[config.mk]
export PLATFORM = sky130hd
export DESIGN_NAME = rand_req_arbiter_flat
export DESIGN_NICKNAME = d
export VERILOG_FILES = /design/src/rtl/rand_req_arbiter_if.sv /design/src/rtl/rand_req_arbiter.sv /design/src/flat_wrapper.sv
export SDC_FILE = /design/constraint.sdc
export NUM_CORES = 1
export LEC_CHECK = 0
export ABC_AREA = 1
export CAP_MARGIN = 20
export CORE_ASPECT_RATIO = 0.5
export CORE_MARGIN = 4
export CORE_UTILIZATION = 55
export CTS_BUF_LIST = sky130_fd_sc_hd__clkbuf_8
export DETAILED_ROUTE_END_ITERATION = 8
export GPL_TIMING_DRIVEN = 0
export PLACE_DENSITY = 0.91
export SKIP_LAST_GASP = 1
export SYNTH_ARGS = -nofsm -noshare
export SYNTH_HDL_FRONTEND = slang
export SYNTH_SLANG_ARGS = --single-unit
[constraint.sdc]
create_clock -name clk -period 5.9 [get_ports clk]
set_clock_uncertainty 0.2 [all_clocks]
set_input_delay 0.59 -clock clk [delete_from_list [all_inputs] [get_ports clk]]
set_output_delay 0.59 -clock clk [all_outputs]
set_load 0.01 [all_outputs]
[src/rtl/rand_req_arbiter_if.sv]
// Request/response bundle between the random-source arbiter and its requesters.
// The master side is the game logic; the slave side is the arbiter.
interface rand_req_arbiter_if #(
   parameter int NREQ  = 4,
   parameter int WIDTH = 12
);

   logic [NREQ-1:0]       req;
   logic [NREQ*WIDTH-1:0] range_i;
   logic [NREQ-1:0]       ack;
   logic [WIDTH-1:0]      rand_out;
   logic                  busy;

   modport master (
      output req,
      output range_i,
      input  ack,
      input  rand_out,
      input  busy
   );

   modport slave (
      input  req,
      input  range_i,
      output ack,
      output rand_out,
      output busy
   );

endinterface

[src/rtl/rand_req_arbiter.sv]
// Round-robin arbiter sharing one free-running LFSR among NREQ requesters; each grant
// reduces a sample into [0, range) by repeated subtraction. Optional RAND_NO_REPEAT_EN.
module rand_req_arbiter #(
   parameter int NREQ  = 4,
   parameter int WIDTH = 12
) (
   input  logic             clk,
   input  logic             rst,
   input  logic [WIDTH-1:0] rand_in,
   rand_req_arbiter_if.slave bus
);

   localparam int IDXW = (NREQ > 1) ? $clog2(NREQ) : 1;

   typedef enum logic [1:0] {IDLE, SAMPLE, REDUCE, DONE} state_t;

   state_t           state, state_n;
   logic [IDXW-1:0]  g, g_n;
   logic [IDXW-1:0]  last_grant, last_grant_n;
   logic [WIDTH-1:0] rng, rng_n;
   logic [WIDTH-1:0] acc, acc_n;
   logic [WIDTH-1:0] rand_out_q, rand_out_n;
   logic [NREQ-1:0]  ack_q, ack_n;
   logic             grant_found;
   logic [IDXW-1:0]  grant_idx;
   logic [IDXW-1:0]  cand;
   logic             deliver;
   logic [WIDTH-1:0] ranges [NREQ];

`ifdef RAND_NO_REPEAT_EN
   logic [WIDTH-1:0] last_val [NREQ];
   logic [1:0]       retry, retry_n;
`endif

   for (genvar k = 0; k < NREQ; k++) begin : g_unpack
      assign ranges[k] = bus.range_i[k*WIDTH +: WIDTH];
   end

   // Search starts just after the previous winner so every requester gets a turn.
   always_comb begin
      grant_found = 1'b0;
      grant_idx   = '0;
      cand        = '0;
      for (int i = 1; i <= NREQ; i++) begin
         cand = IDXW'((int'(last_grant) + i) % NREQ);
         if (!grant_found && bus.req[cand]) begin
            grant_found = 1'b1;
            grant_idx   = cand;
         end
      end
   end

   always_comb begin
      state_n      = state;
      g_n          = g;
      last_grant_n = last_grant;
      rng_n        = rng;
      acc_n        = acc;
      rand_out_n   = rand_out_q;
      ack_n        = '0;
      deliver      = 1'b0;
`ifdef RAND_NO_REPEAT_EN
      retry_n      = retry;
`endif
      case (state)
         IDLE: begin
`ifdef RAND_NO_REPEAT_EN
            retry_n = 2'd0;
`endif
            if (grant_found) begin
               g_n          = grant_idx;
               last_grant_n = grant_idx;
               rng_n        = ranges[grant_idx];
               state_n      = SAMPLE;
            end
         end
         SAMPLE: begin
            acc_n   = rand_in;
            state_n = REDUCE;
         end
         REDUCE: begin
            // A zero range means "raw sample", so it never enters the subtract loop.
            if (rng != '0 && acc >= rng) begin
               acc_n = acc - rng;
            end else begin
               deliver = 1'b1;
`ifdef RAND_NO_REPEAT_EN
               if (acc == last_val[g] && retry != 2'd3) begin
                  deliver = 1'b0;
                  retry_n = retry + 2'd1;
                  state_n = SAMPLE;
               end
`endif
            end
            if (deliver) begin
               rand_out_n = acc;
               ack_n      = NREQ'(1) << g;
               state_n    = DONE;
            end
         end
         DONE: begin
            state_n = IDLE;
         end
         default: begin
            state_n = IDLE;
         end
      endcase
   end

   // Reset parks last_grant on the top index so requester 0 is searched first.
   always_ff @(posedge clk) begin
      if (!rst) begin
         state      <= IDLE;
         g          <= '0;
         last_grant <= IDXW'(NREQ - 1);
         rng        <= '0;
         acc        <= '0;
         rand_out_q <= '0;
         ack_q      <= '0;
`ifdef RAND_NO_REPEAT_EN
         retry      <= 2'd0;
         for (int k = 0; k < NREQ; k++) begin
            last_val[k] <= '0;
         end
`endif
      end else begin
         state      <= state_n;
         g          <= g_n;
         last_grant <= last_grant_n;
         rng        <= rng_n;
         acc        <= acc_n;
         rand_out_q <= rand_out_n;
         ack_q      <= ack_n;
`ifdef RAND_NO_REPEAT_EN
         retry      <= retry_n;
         if (deliver) begin
            last_val[g] <= acc;
         end
`endif
      end
   end

   assign bus.ack      = ack_q;
   assign bus.rand_out = rand_out_q;
   assign bus.busy     = (state != IDLE);

endmodule

[src/flat_wrapper.sv]
// flat-port wrapper written by rule: the top's interface ports become plain ports
module rand_req_arbiter_flat 
#(
   parameter int NREQ  = 4,
   parameter int WIDTH = 12
)
  (clk, rst, rand_in, bus_req, bus_range_i, bus_ack, bus_rand_out, bus_busy);
  rand_req_arbiter_if #(.NREQ(NREQ), .WIDTH(WIDTH)) bus_i ();
  input  logic clk;
  input  logic rst;
  input  logic [WIDTH-1:0] rand_in;
  input wire logic [$bits(bus_i.req)-1:0] bus_req;
  input wire logic [$bits(bus_i.range_i)-1:0] bus_range_i;
  output wire logic [$bits(bus_i.ack)-1:0] bus_ack;
  output wire logic [$bits(bus_i.rand_out)-1:0] bus_rand_out;
  output wire logic [$bits(bus_i.busy)-1:0] bus_busy;
  assign bus_i.req = bus_req;
  assign bus_i.range_i = bus_range_i;
  assign bus_ack = bus_i.ack;
  assign bus_rand_out = bus_i.rand_out;
  assign bus_busy = bus_i.busy;
  rand_req_arbiter #(.NREQ(NREQ), .WIDTH(WIDTH)) u_core (.clk(clk), .rst(rst), .rand_in(rand_in), .bus(bus_i));
endmodule
## Word-level counts from Yosys, hierarchy flattened

Cells that the tools add are included.
Widths: inputs -> output; s select.

| cells by class | value |
|---|---|
| add/subtract/negate cells | 5 |
| $mul | 0 |
| div/mod/pow operators | 0 |
| magnitude comparators | 6 |
| equal/unequal tests | 6 |
| shift operators | 1 |
| muxes and demuxes | 26 |
| bitwise gates (word level) | 1 |
| reductions and logical operators | 16 |

Operators with widths:

| operator | number |
|---|---|
| $mux 12 | 3 |
| $bmux 12 s2 | 1 |
| $pmux 12 s2 | 1 |
| $ge 12x12->1 | 1 |
| $lt 2x3->1 const B | 4 |
| $mux 2 | 6 |
| $reduce_bool 12->1 | 1 |
| $sub 12x12->12 | 1 |
| $mux 1 | 10 |
| $bmux 1 s2 | 4 |
| $pmux 2 s4 | 1 |
| $reduce_and 2->1 | 4 |
| $ne 2x1->1 const B | 3 |
| $add 2x1->2 const B | 2 |
| $add 2x2->2 const B | 2 |
| $eq 2x2->1 const B | 2 |
| $logic_and 1x1->1 | 4 |
| $reduce_bool 2->1 | 2 |
| $shl 1x2->4 const A | 1 |
| $ge 3x3->1 const B | 1 |
| $logic_not 1->1 | 3 |
| $not 2->3 | 1 |
| $reduce_and 3->1 | 1 |
| $eq 2x1->1 const B | 1 |
| $logic_not 2->1 | 1 |

| storage, ports and cells | value |
|---|---|
| register bits | 46 |
| latch bits | 0 |
| memory bits (writable) | 0 |
| ROM bits | 0 |
| output and inout port bits | 17 |
| word-level logic and storage cells | 68 |
| memories kept | 0 |

## Depth between registers and ports, before layout

| depth | value |
|---|---|
| word-level depth | 17 |
| depth in mapped cells | 16 |

## Worst setup path before layout

OpenSTA, ideal clock, no wires.

| timing path | value |
|---|---|
| kind | flip-flop to flip-flop |
| start | register u_core.acc[0] |
| end | register u_core.acc[8] |
| setup time | 0.113 ns |
| data arrival time | 1.901 ns |
| data required time | 5.587 ns |
| path slack | 3.686 ns |
| cell stages (with the launch flop) | 13 |
| buffers on the path | 1 |
| clock period less this slack | 2.214 ns |
| cells stage by stage | dfxtp_1 -> inv_1 -> ha_1 -> fa_1 -> o21ai_2 -> nand3_1 -> nand4_1 -> nand2_1 -> nand2_1 -> o21ai_1 -> buf_2 -> nor2_1 -> nor2_1 |

| on the way | value |
|---|---|
| longest elaborated chain between the ends | 4 |

Ends and longest elaborated chain:

| what | line | source |
|---|---|---|
| start, declared | rand_req_arbiter.sv:21 | `logic [WIDTH-1:0] acc, acc_n;` |
| start signal, assigned | rand_req_arbiter.sv:131 | `acc <= acc_n;` |
| $ge 12x12->1 | rand_req_arbiter.sv:83 | `if (rng != '0 && acc >= rng) begin` |
| $logic_and 1x1->1 | rand_req_arbiter.sv:83 |  |
| $ne 2x1->1 (no source line) | n/a |  |
| $reduce_and 2->1 (no source line) | n/a |  |

Parallel ways exist; a longest one is shown, timed or not. The select of a mux whose other input is x is not followed.
A chain may end at the register's enable or synchronous reset.

## Final worst setup path

| timing path | value |
|---|---|
| start | register u_core.rng[3] |
| end | register u_core.rand_out_q[7] (netlist: u_core.bus.rand_out[7]) |

| on the way | value |
|---|---|
| longest elaborated chain between the ends | 5 |

Ends and longest elaborated chain:

| what | line | source |
|---|---|---|
| start, declared | rand_req_arbiter.sv:20 | `logic [WIDTH-1:0] rng, rng_n;` |
| start signal, assigned | rand_req_arbiter.sv:130 | `rng <= rng_n;` |
| $ge 12x12->1 or $reduce_bool 12->1 (tied branches) | rand_req_arbiter.sv:83 |  |
| $logic_and 1x1->1 * | rand_req_arbiter.sv:83 |  |
| $mux 1 * | rand_req_arbiter.sv:83 |  |
| $mux 1 * | rand_req_arbiter.sv:65 | `case (state)` |
| $reduce_and 2->1 (no source line) * | n/a |  |
| end signal, assigned | rand_req_arbiter.sv:132 | `rand_out_q <= rand_out_n;` |
| end, declared | rand_req_arbiter.sv:22 | `logic [WIDTH-1:0] rand_out_q, rand_out_n;` |

Every way passes the cells marked *; elsewhere a longest branch is shown, timed or not. The select of a mux whose other input is x is not followed.

==> results_dict.tcl <==
set metrics [dict create \
    cts_max_path_buffers 2 \
    fin_ws_ns 3.27 \
    hold_slack_ns 0.296 \
    finalSetupTns_ns 0 \
    vias 3576 \
    hold_class "flip-flop to flip-flop" \
    grt_max_degree 16 \
    outcome "finished, final reports clean" \
    ys_warn_count 0 \
    portBuffers 82 \
    worst_pin_slew_ns 0.579 \
    dpl.hpwl_um 6940 \
    critPathCaptureType "flip-flop" \
    ys_types 35 \
    first_global_vias 3318 \
    ys_seq_area_frac 0.282 \
    numCtsBuffers 5 \
    post_cts_buffers 0 \
    io_pins 83 \
    antenna_found_initial 0 \
    clkTransAtPathRegs_ns 0.09 \
    ant_nets 0 \
    finalPower_mw 2.42 \
    die_h_um 62.5 \
    worstPathRequired_ns 5.87 \
    p_per_area_nw_per_um2 566 \
    stdcell_count 697 \
    antenna_cells 0 \
    fillers 435 \
    reg2reg_slack_ns 3.27 \
    cts_sinks 46 \
    maxSlewViolCount 0 \
    ir_drop_uv 265 \
    synth-edff-count 0 \
    grt_setup_unrepaired "no" \
    overflow 0 \
    timing.fmax_mhz 380 \
    ys_seq_elements 46 \
    path_delay_family "buffers and inverters" \
    finalSetupViolCount 0 \
    nets 705 \
    drc 0 \
    ys_async_sr_fraction 0 \
    cts_resized 0 \
    maxCapViolCount 0 \
    insertion_delay_ns 0.30 \
    max_stage_delay_ns 0.45 \
    slowest_stage "clkbuf_1" \
    worst_ep_arrival_time_ns 2.60 \
    path_class "flip-flop to flip-flop" \
    worstPathCellList "inv_1 -> ha_1 -> a21oi_1 -> o21ai_2 -> nand3_1 -> nand4_1 -> nand2_1 -> nand2_1 -> inv_1 -> clkbuf_1 -> a21oi_1" \
    gp_congestion 0.967 \
    grt_first_pass_wirelength_um 14700 \
    dieArea_um2 7310 \
    syn_area_um2 3270 \
    netlist_instances 534 \
    drive_above_1_share 0.0673 \
    ys.flop_type "dfxtp_1" \
    chipWidth_um 117 \
    synth_top_area_cell "dfxtp_1" \
    worstPathMaxFanout 10 \
    syn_nets 616 \
    area_growth_pct 30.7 \
    synthTopCellsByCount "145 x nand2_1, 82 x inv_1, 66 x nand3_1, 50 x nor2_1, 46 x dfxtp_1" \
    period_share 0.446 \
    dp.cells 689 \
    hold_buffers 0 \
    root_buffer "clkbuf_8" \
    dr.pass1.iters 5 \
    cts_tree "done" \
    coreArea_um2 5610 \
    synthMostInstantiatedCell "nand2_1" \
    register_area_um2 921 \
    initial_core_util 0.582 \
    wl_per_cell_um 12.5 \
    rows 19 \
    htree_levels 2 \
    hold_viol 0 \
    viasPerCell 5.13 \
    worstPathBufferInverterCount 3 \
    routed_wl_um 8710 \
    drt-initial-drc-count 256 \
    p_leak_nw 2.15 \
    max-slew-margin-rel 0.614 \
    synth.area.top_cells "dfxtp_1 28%, nand2_1 17%, nand3_1 10%" \
    min_period_ns 2.63 \
    multiInputGateArea_um2 1890 \
    place_ws_ns 3.18 \
    track_usage 0.245 \
    avgSynthCellArea_um2 6.12 \
    startpoint_type "flip-flop" \
    synth_top_area_frac 0.282 \
]
cells in the final DEF, fill, tap and decap left out, types with 2 or more instances in the layout:
master / synthesis / layout
nand2_2: 6 / 6
xnor2_1: 3 / 3
nand2_1: 145 / 145
a21oi_1: 38 / 38
nor4_1: 3 / 3
buf_6: 4 / 4
dfxtp_1: 46 / 46
nand4_1: 2 / 2
nor2_1: 50 / 50
clkdlybuf4s50_1: 0 / 82
inv_1: 82 / 82
o21ai_0: 27 / 27
o21bai_1: 2 / 2
ha_1: 15 / 15
nand2_4: 4 / 4
o211ai_1: 2 / 2
a31oi_1: 3 / 3
inv_2: 6 / 6
clkbuf_1: 6 / 6
nand3b_1: 3 / 3
clkbuf_8: 0 / 5
or2_2: 2 / 2
buf_2: 6 / 6
nand3_1: 66 / 66
worst reg2reg max path: stages, from the launching register on:
cell      delay (ns)
dfxtp_1         0.34
inv_1           0.06
ha_1            0.35
a21oi_1         0.25
o21ai_2         0.13
nand3_1         0.10
nand4_1         0.11
nand2_1         0.10
nand2_1         0.07
inv_1           0.22
clkbuf_1        0.45
a21oi_1         0.14
sequential cells by signal, indices dropped and copies added (netlist names):
name	flops
u_core.last_grant	2
u_core.bus.rand_out	12
u_core.state	2
u_core.acc	12
u_core.rng	12
u_core.g	2
u_core.bus.ack	4
path summary, 6_finish.rpt:
path | cells past startpoint | startpoint | endpoint
worst max register to register | 11 | u_core.rng[3] | u_core.bus.rand_out[7]
worst min register to register | 2 | u_core.acc[0] | u_core.bus.rand_out[0]
worst max-delay path | 11 | u_core.rng[3] | u_core.bus.rand_out[7]
worst min-delay path | 2 | u_core.acc[0] | u_core.bus.rand_out[0]
metrics by stage:
stage | instance area, um^2 | utilization
2_1_floorplan | 3270 | -
3_3_place_gp | 4180 | 0.745
3_5_place_dp | 4180 | 0.745
4_1_cts | 4270 | 0.761
5_1_grt | 4270 | 0.761
6_report | 4270 | 0.761
power by group:
part | leakage, nW | switching [mW] | internal, mW | total [mW]
Combinational | 1.72 | 1.07 | 0.660 | 1.73
Sequential | 0.379 | 0.0664 | 0.426 | 0.492
Clock | 0.0441 | 0.109 | 0.0833 | 0.193
Total | 2.15 | 1.25 | 1.17 | 2.42
layer usage:
metal	wire length, um	vias to the layer above	GRT usage
li1	-	1858	-
met4	114	0	0.0601
met5	0	-	0
met3	756	10	0.0445
met2	4000	121	0.415
met1	3840	1587	0.320
kinds of logic after synthesis:
| group | count (synthesis) | share of synthesized area |
|---|---|---|
| adder cells (fa/ha/maj) | 16 | 0.0636 |
| AO/OA/AOI/OAI | 76 | 0.123 |
| AND/OR/NAND/NOR | 284 | 0.382 |
| flip-flops | 46 | 0.282 |
| XOR/XNOR | 4 | 0.0107 |
| buffers and inverters | 108 | 0.138 |
final cells by class:
type	count	share of cell area
clock inverter	3	0.00498
inverter	90	0.0803
clock buffer	5	0.0161
tap	73	0.0214
sequential	46	0.216
buffer	18	0.0255
multi-input combinational	380	0.444
timing repair buffer	82	0.192
No activity file was read; power rests on OpenSTA's default activity.
